<file path="config.mk">
export PLATFORM = sky130hd
export DESIGN_NAME = uart_word_tx
export DESIGN_NICKNAME = d
export VERILOG_FILES = /design/src/rtl/uart_pkg.sv /design/src/rtl/word_fifo.sv /design/src/rtl/uart_word_tx.sv
export SDC_FILE = /design/constraint.sdc
export NUM_CORES = 1
export LEC_CHECK = 0
export ABC_AREA = 1
export CORE_UTILIZATION = 40
export CTS_CLUSTER_DIAMETER = 120
export DETAILED_ROUTE_END_ITERATION = 10
export PLACE_DENSITY_LB_ADDON = 0.08
export SKIP_LAST_GASP = 1
export SLEW_MARGIN = 40
export SYNTH_ARGS = -nofsm -noshare
export SYNTH_HDL_FRONTEND = slang
export SYNTH_SLANG_ARGS = --single-unit
</file>
<file path="constraint.sdc">
create_clock -name clk -period 2.45 [get_ports clk]
set_input_delay 0.245 -clock clk [delete_from_list [all_inputs] [get_ports clk]]
set_output_delay 0.245 -clock clk [all_outputs]
set_load 0.01 [all_outputs]
</file>
<file path="src/rtl/uart_pkg.sv">
// Shared UART Lite register map, status bit positions and the TX engine state encoding.
// Used by the word output engine and the loader.
package uart_pkg;

  typedef enum logic [3:0] {
    RX_FIFO  = 4'h0,
    STAT_REG = 4'h8
  } raddr_type;

  typedef enum logic [3:0] {
    TX_FIFO  = 4'h4,
    CTRL_REG = 4'hC
  } waddr_type;

  localparam int RX_VALID = 0;
  localparam int TX_FULL  = 3;

  typedef enum logic [2:0] {
    ST_IDLE,
    ST_AR,
    ST_R,
    ST_W,
    ST_B
  } tx_state_type;

endpackage

</file>
<file path="src/rtl/word_fifo.sv">
// Synchronous FIFO, head word valid the cycle after the push edge; count is registered.
// A push while full is dropped even if a pop happens that cycle; a pop while empty is ignored.
module word_fifo #(
  parameter int WIDTH = 32,
  parameter int DEPTH = 8
) (
  input  logic                   clk,
  input  logic                   rstn,
  input  logic                   push,
  input  logic [WIDTH-1:0]       push_data,
  input  logic                   pop,
  output logic [WIDTH-1:0]       pop_data,
  output logic                   full,
  output logic                   empty,
  output logic [$clog2(DEPTH):0] count
);

  localparam int AW = $clog2(DEPTH);
  localparam logic [AW:0] FULL_COUNT = DEPTH[AW:0];

  logic [WIDTH-1:0] mem [DEPTH];
  logic [AW-1:0]    wr_ptr;
  logic [AW-1:0]    rd_ptr;
  logic             do_push;
  logic             do_pop;

  assign full     = (count == FULL_COUNT);
  assign empty    = (count == '0);
  assign do_push  = push && !full;
  assign do_pop   = pop && !empty;
  assign pop_data = mem[rd_ptr];

  always_ff @(posedge clk) begin
    if (do_push) begin
      mem[wr_ptr] <= push_data;
    end
  end

  // DEPTH is a power of two, so the pointers wrap on their natural overflow
  always_ff @(posedge clk) begin
    if (!rstn) begin
      wr_ptr <= '0;
      rd_ptr <= '0;
      count  <= '0;
    end else begin
      if (do_push) wr_ptr <= wr_ptr + 1'b1;
      if (do_pop)  rd_ptr <= rd_ptr + 1'b1;
      case ({do_push, do_pop})
        2'b10:   count <= count + 1'b1;
        2'b01:   count <= count - 1'b1;
        default: count <= count;
      endcase
    end
  end

endmodule

</file>
<file path="src/rtl/uart_word_tx.sv">
// Buffers core words and writes them byte by byte to the UART Lite TX FIFO, polling STAT_REG before each byte.
// Push-to-arvalid is 2 cycles, 4 cycles per byte minimum; in_ready drops only when the word FIFO is full.
module uart_word_tx
  import uart_pkg::*;
#(
  parameter int WORD_BYTES = 4,
  parameter int DEPTH      = 8,
  parameter bit MSB_FIRST  = 1'b0
) (
  input  logic                    clk,
  input  logic                    rstn,
  input  logic                    in_valid,
  input  logic [8*WORD_BYTES-1:0] in_data,
  output logic                    in_ready,
  output logic                    busy,
  output logic                    err,
  output logic [3:0]              uart_axi_araddr,
  output logic                    uart_axi_arvalid,
  input  logic                    uart_axi_arready,
  input  logic [31:0]             uart_axi_rdata,
  input  logic [1:0]              uart_axi_rresp,
  input  logic                    uart_axi_rvalid,
  output logic                    uart_axi_rready,
  output logic [3:0]              uart_axi_awaddr,
  output logic                    uart_axi_awvalid,
  input  logic                    uart_axi_awready,
  output logic [31:0]             uart_axi_wdata,
  output logic [3:0]              uart_axi_wstrb,
  output logic                    uart_axi_wvalid,
  input  logic                    uart_axi_wready,
  input  logic [1:0]              uart_axi_bresp,
  input  logic                    uart_axi_bvalid,
  output logic                    uart_axi_bready
);

  localparam int WW  = 8 * WORD_BYTES;
  localparam int BCW = (WORD_BYTES > 1) ? $clog2(WORD_BYTES) : 1;
  localparam int CW  = $clog2(DEPTH) + 1;
  localparam logic [BCW-1:0] LAST_BYTE = BCW'(WORD_BYTES - 1);

  tx_state_type   state;
  tx_state_type   state_next;
  logic [WW-1:0]  sreg;
  logic [BCW-1:0] byte_cnt;
  logic           aw_done;
  logic           w_done;
  logic           fifo_pop;
  logic           fifo_full;
  logic           fifo_empty;
  logic [WW-1:0]  fifo_head;
  logic [CW-1:0]  fifo_count;
  logic [7:0]     cur_byte;
  logic           b_done;
  logic           unused_rd;

  word_fifo #(
    .WIDTH (WW),
    .DEPTH (DEPTH)
  ) u_word_fifo (
    .clk       (clk),
    .rstn      (rstn),
    .push      (in_valid),
    .push_data (in_data),
    .pop       (fifo_pop),
    .pop_data  (fifo_head),
    .full      (fifo_full),
    .empty     (fifo_empty),
    .count     (fifo_count)
  );

  assign in_ready        = !fifo_full;
  assign uart_axi_araddr = STAT_REG;
  assign uart_axi_awaddr = TX_FIFO;
  assign cur_byte        = MSB_FIRST ? sreg[WW-1 -: 8] : sreg[7:0];
  assign b_done          = (state == ST_B) && uart_axi_bvalid;
  assign unused_rd       = ^{uart_axi_rresp, uart_axi_rdata};

  always_ff @(posedge clk) begin
    if (!rstn) state <= ST_IDLE;
    else       state <= state_next;
  end

  always_comb begin
    state_next       = state;
    fifo_pop         = 1'b0;
    uart_axi_arvalid = 1'b0;
    uart_axi_rready  = 1'b0;
    uart_axi_awvalid = 1'b0;
    uart_axi_wvalid  = 1'b0;
    uart_axi_wdata   = '0;
    uart_axi_wstrb   = '0;
    uart_axi_bready  = 1'b0;
    case (state)
      ST_IDLE: begin
        if (!fifo_empty) begin
          fifo_pop   = 1'b1;
          state_next = ST_AR;
        end
      end
      ST_AR: begin
        uart_axi_arvalid = 1'b1;
        if (uart_axi_arready) state_next = ST_R;
      end
      ST_R: begin
        uart_axi_rready = 1'b1;
        if (uart_axi_rvalid) state_next = uart_axi_rdata[TX_FULL] ? ST_AR : ST_W;
      end
      ST_W: begin
        // AW and W complete independently; each valid is held only until its own ready
        uart_axi_awvalid = !aw_done;
        uart_axi_wvalid  = !w_done;
        uart_axi_wdata   = {24'b0, cur_byte};
        uart_axi_wstrb   = 4'b0001;
        if ((aw_done || uart_axi_awready) && (w_done || uart_axi_wready)) state_next = ST_B;
      end
      ST_B: begin
        uart_axi_bready = 1'b1;
        if (uart_axi_bvalid) state_next = (byte_cnt == LAST_BYTE) ? ST_IDLE : ST_AR;
      end
      default: state_next = ST_IDLE;
    endcase
  end

  always_ff @(posedge clk) begin
    if (!rstn) begin
      sreg     <= '0;
      byte_cnt <= '0;
      aw_done  <= 1'b0;
      w_done   <= 1'b0;
      err      <= 1'b0;
      busy     <= 1'b0;
    end else begin
      busy <= (fifo_count != '0) || (state != ST_IDLE);
      if (fifo_pop) begin
        sreg     <= fifo_head;
        byte_cnt <= '0;
      end else if (b_done && (byte_cnt != LAST_BYTE)) begin
        sreg     <= MSB_FIRST ? (sreg << 8) : (sreg >> 8);
        byte_cnt <= byte_cnt + 1'b1;
      end
      if ((state == ST_W) && (state_next == ST_W)) begin
        aw_done <= aw_done || uart_axi_awready;
        w_done  <= w_done || uart_axi_wready;
      end else begin
        aw_done <= 1'b0;
        w_done  <= 1'b0;
      end
      // A bad response is recorded but the byte is not retried
      if (b_done && (uart_axi_bresp != 2'b00)) err <= 1'b1;
    end
  end

endmodule
</file>
==> impl_metrics.tcl <==
set metrics [dict create \
    synth_top_area_cell "edfxtp_1" \
    yosysWarningCount 0 \
    place_inst 1869 \
    intPower_w 0.0108 \
    coreArea_um2 33400 \
    drc 0 \
    antenna_found_initial 1 \
    period_needed_ns 2.24 \
    finalNetCount 1542 \
    track_usage_pct 18.8 \
    final_cell_mix "375 x nand2_1, 256 x edfxtp_1, 242 x inv_1" \
    synth-simple-area-share_pct 20.3 \
    post-route-period-util_pct 91.4 \
    report.final.slew_viol_count 0 \
    ys_seq_elements 310 \
    maxCapViolCount 0 \
    seq_area_frac_synth_pct 64.6 \
    reg2reg_to "u_word_fifo.count[3]" \
    yosysTopAreaCellShare_pct 56.6 \
    h-tree-depth 2 \
    rr_startpoint "u_word_fifo.count[1]" \
    min_path_cells 3 \
    vdd.ir_drop.worst_mv 0.737 \
    synth_top_family_by_area "simple AND/OR/NAND/NOR gates" \
    cts-root-buf "clkbuf_16" \
    synth_compound_area_share_pct 2.99 \
    dieArea_um2 34700 \
    wirelength_um 31100 \
    clk_latency_ns 0.52 \
    critPathRequiredTime_ns 2.20 \
    reg2reg_setup_slack_ns 0.37 \
    crit_type "flip-flop to primary output" \
    r2r_cells 12 \
    cts_hold_buf 0 \
    cts_buffers 36 \
    layout_commonest_cell "nand2_1" \
    cts_setup_buffers 0 \
    holdCritPathClass "input port to flip-flop" \
    p_sw_share_pct 34.3 \
    max_slew_margin_pct 54.6 \
    critPathLaunchType "flip-flop" \
    finalSetupViolations 0 \
    pwr-share-comb_pct 31.0 \
    drt_pass1_iterations 5 \
    fin_cells 1933 \
    hold_viol_final 0 \
    arrival_ns 1.99 \
    clockBufferDepth 3 \
    clock-sinks 310 \
    yosys-top-cells-area "edfxtp_1 57%, nand2_1 10%, nand3_1 8.6%" \
    synth.avg_cell_area_um2 9.69 \
    cts_tree "done" \
    tightest_slew_ns 0.679 \
    num_io_pins 128 \
    vias 9009 \
    rows 67 \
    hold_end "state[1]" \
    synth_fa_ha_area_share_pct 0.700 \
    area_delta_synth_final_pct 16.5 \
    overflow 0 \
    synthCells 1401 \
    die_x_um 186 \
    synth_xor_area_share_pct 0.129 \
    ant_nets 0 \
    die_h_um 186 \
    syn_area_um2 13600 \
    clock.fmax_mhz 447 \
    port_buffers 59 \
    dr.first_iter.drc_count 437 \
    gp_congestion 0.748 \
    ys_types 28 \
    run_status "finished clean" \
    critical_path.max_fanout 10 \
    grt_pass1_wl_um 48300 \
    min_from "uart_axi_arready" \
    rsz0062_at_grt "false" \
    cp-end-kind "primary output" \
    first_global_vias 8369 \
    path_clk_slew_ns 0.06 \
    fin_skew_ns 0.0146 \
    synthMuxAreaShare_pct 0 \
    avgViaCountPerCell 4.66 \
    seqPwrFrac_pct 38.8 \
    start_util_pct 40.6 \
    grt_max_degree 89 \
    diodes 0 \
    p_leak_nw 6.64 \
    wl_per_cell_um 16.1 \
    setup_tns_ns 0 \
    clockPowerShare_pct 30.2 \
    drive_gt1_share_pct 6.73 \
    p_sw_w 0.00563 \
    hpwl_um 16800 \
    p_per_area_nw_per_um2 1040 \
]
-- kinds of logic after synthesis --
kind of cell               Yosys count
xor gates and xnor gates             2
adders and majority gates            7
AOI/OAI and AO/OA                   80
buffers and inverters              352
and+or+nand+nor                    648
DFF                                310
other                                2
-- state kept, by name, summed over array words and instances, names as in the netlist, named ones only --
signal	count
aw_done	1
byte_cnt	2
state	3
u_word_fifo.mem	256
u_word_fifo.wr_ptr	3
w_done	1
busy	1
err	1
u_word_fifo.rd_ptr	3
sreg	32
u_word_fifo.count	4
-- through the flow --
stage	instance area, um^2	power, W	hold slack [ns]	setup WS, ns	utilization, %
finish	15800	0.0164	0.366	0.211	47.3
global route	15800	0.0175	0.388	0.0360	47.3
CTS	15800	0.0166	0.360	0.00260	47.3
detailed placement	14700	0.0116	0.451	0.357	44.0
global placement	14700	0.0116	0.447	0.354	44.0
floorplan	13700	0.00994	0.344	-0.185	-
-- per-layer routing --
layer / global-route usage (%) / wire length (um) / vias up
li1: - / - / 4568
met2: 31.1 / 14800 / 194
met4: 5.18 / 668 / 2
met1: 25.2 / 14000 / 4189
met5: 0 / 13 / -
met3: 3.47 / 1560 / 56
-- cell type report --
class,count,area (um^2)
timing repair buffer,91,981
sequential,310,8770
fill,3072,17600
tap,448,561
clock buffer,53,1010
clock inverter,11,85.1
inverter,248,932
multi-input combinational,772,3480
-- cells in the mapped netlist --
cell      count
a21oi_1      46
a31oi_1       1
buf_1         5
buf_2        39
buf_4        37
buf_6         3
clkbuf_1     20
conb_1        2
dfxtp_1      54
edfxtp_1    256
fa_1          1
ha_1          6
inv_1       243
inv_2         5
nand2_1     375
nand2_2       1
nand3_1     232
nand3_2       1
nand4_1       1
nor2_1       32
nor2_4        1
nor3_1        3
nor4_1        1
o21ai_0      32
o21ai_2       1
or2_0         1
xnor2_1       1
xor2_1        1
-- worst max path at each step --
stage                               startpoint               endpoint  slack, ns  depth (start not counted)
after global routing                  state[2]       uart_axi_awvalid       0.04                          4
final                                 state[2]       uart_axi_awvalid       0.21                          4
after CTS                             state[2]       uart_axi_awvalid      0.003                          4
after floorplan           u_word_fifo.count[1]  u_word_fifo.mem[0][0]      -0.19                          6
after detailed placement  u_word_fifo.count[1]   u_word_fifo.count[3]       0.36                         12
after global placement                in_valid   u_word_fifo.count[3]       0.35                         10
-- power groups by stage --
stage | clock (W) | combinational, W | sequential, W
detailed placement | 0 | 0.00514 | 0.00648
floorplan | 0 | 0.00352 | 0.00642
global route | 0.00529 | 0.00576 | 0.00641
global placement | 0 | 0.00510 | 0.00647
finish | 0.00495 | 0.00508 | 0.00637
CTS | 0.00509 | 0.00516 | 0.00637
-- timing repair --
item,4_1_cts,5_1_grt
setup endpoints to repair,0,10
resized for setup,0,1
hold endpoints to repair,0,0
-- worst max-delay path: stages (launching register included) --
cell and delay [ns]:
dfxtp_1 0.36, nor3_2 0.32, inv_2 0.14, nor2_1 0.12, clkdlybuf4s50_1 0.54
Power figures use the tool's default switching activity.
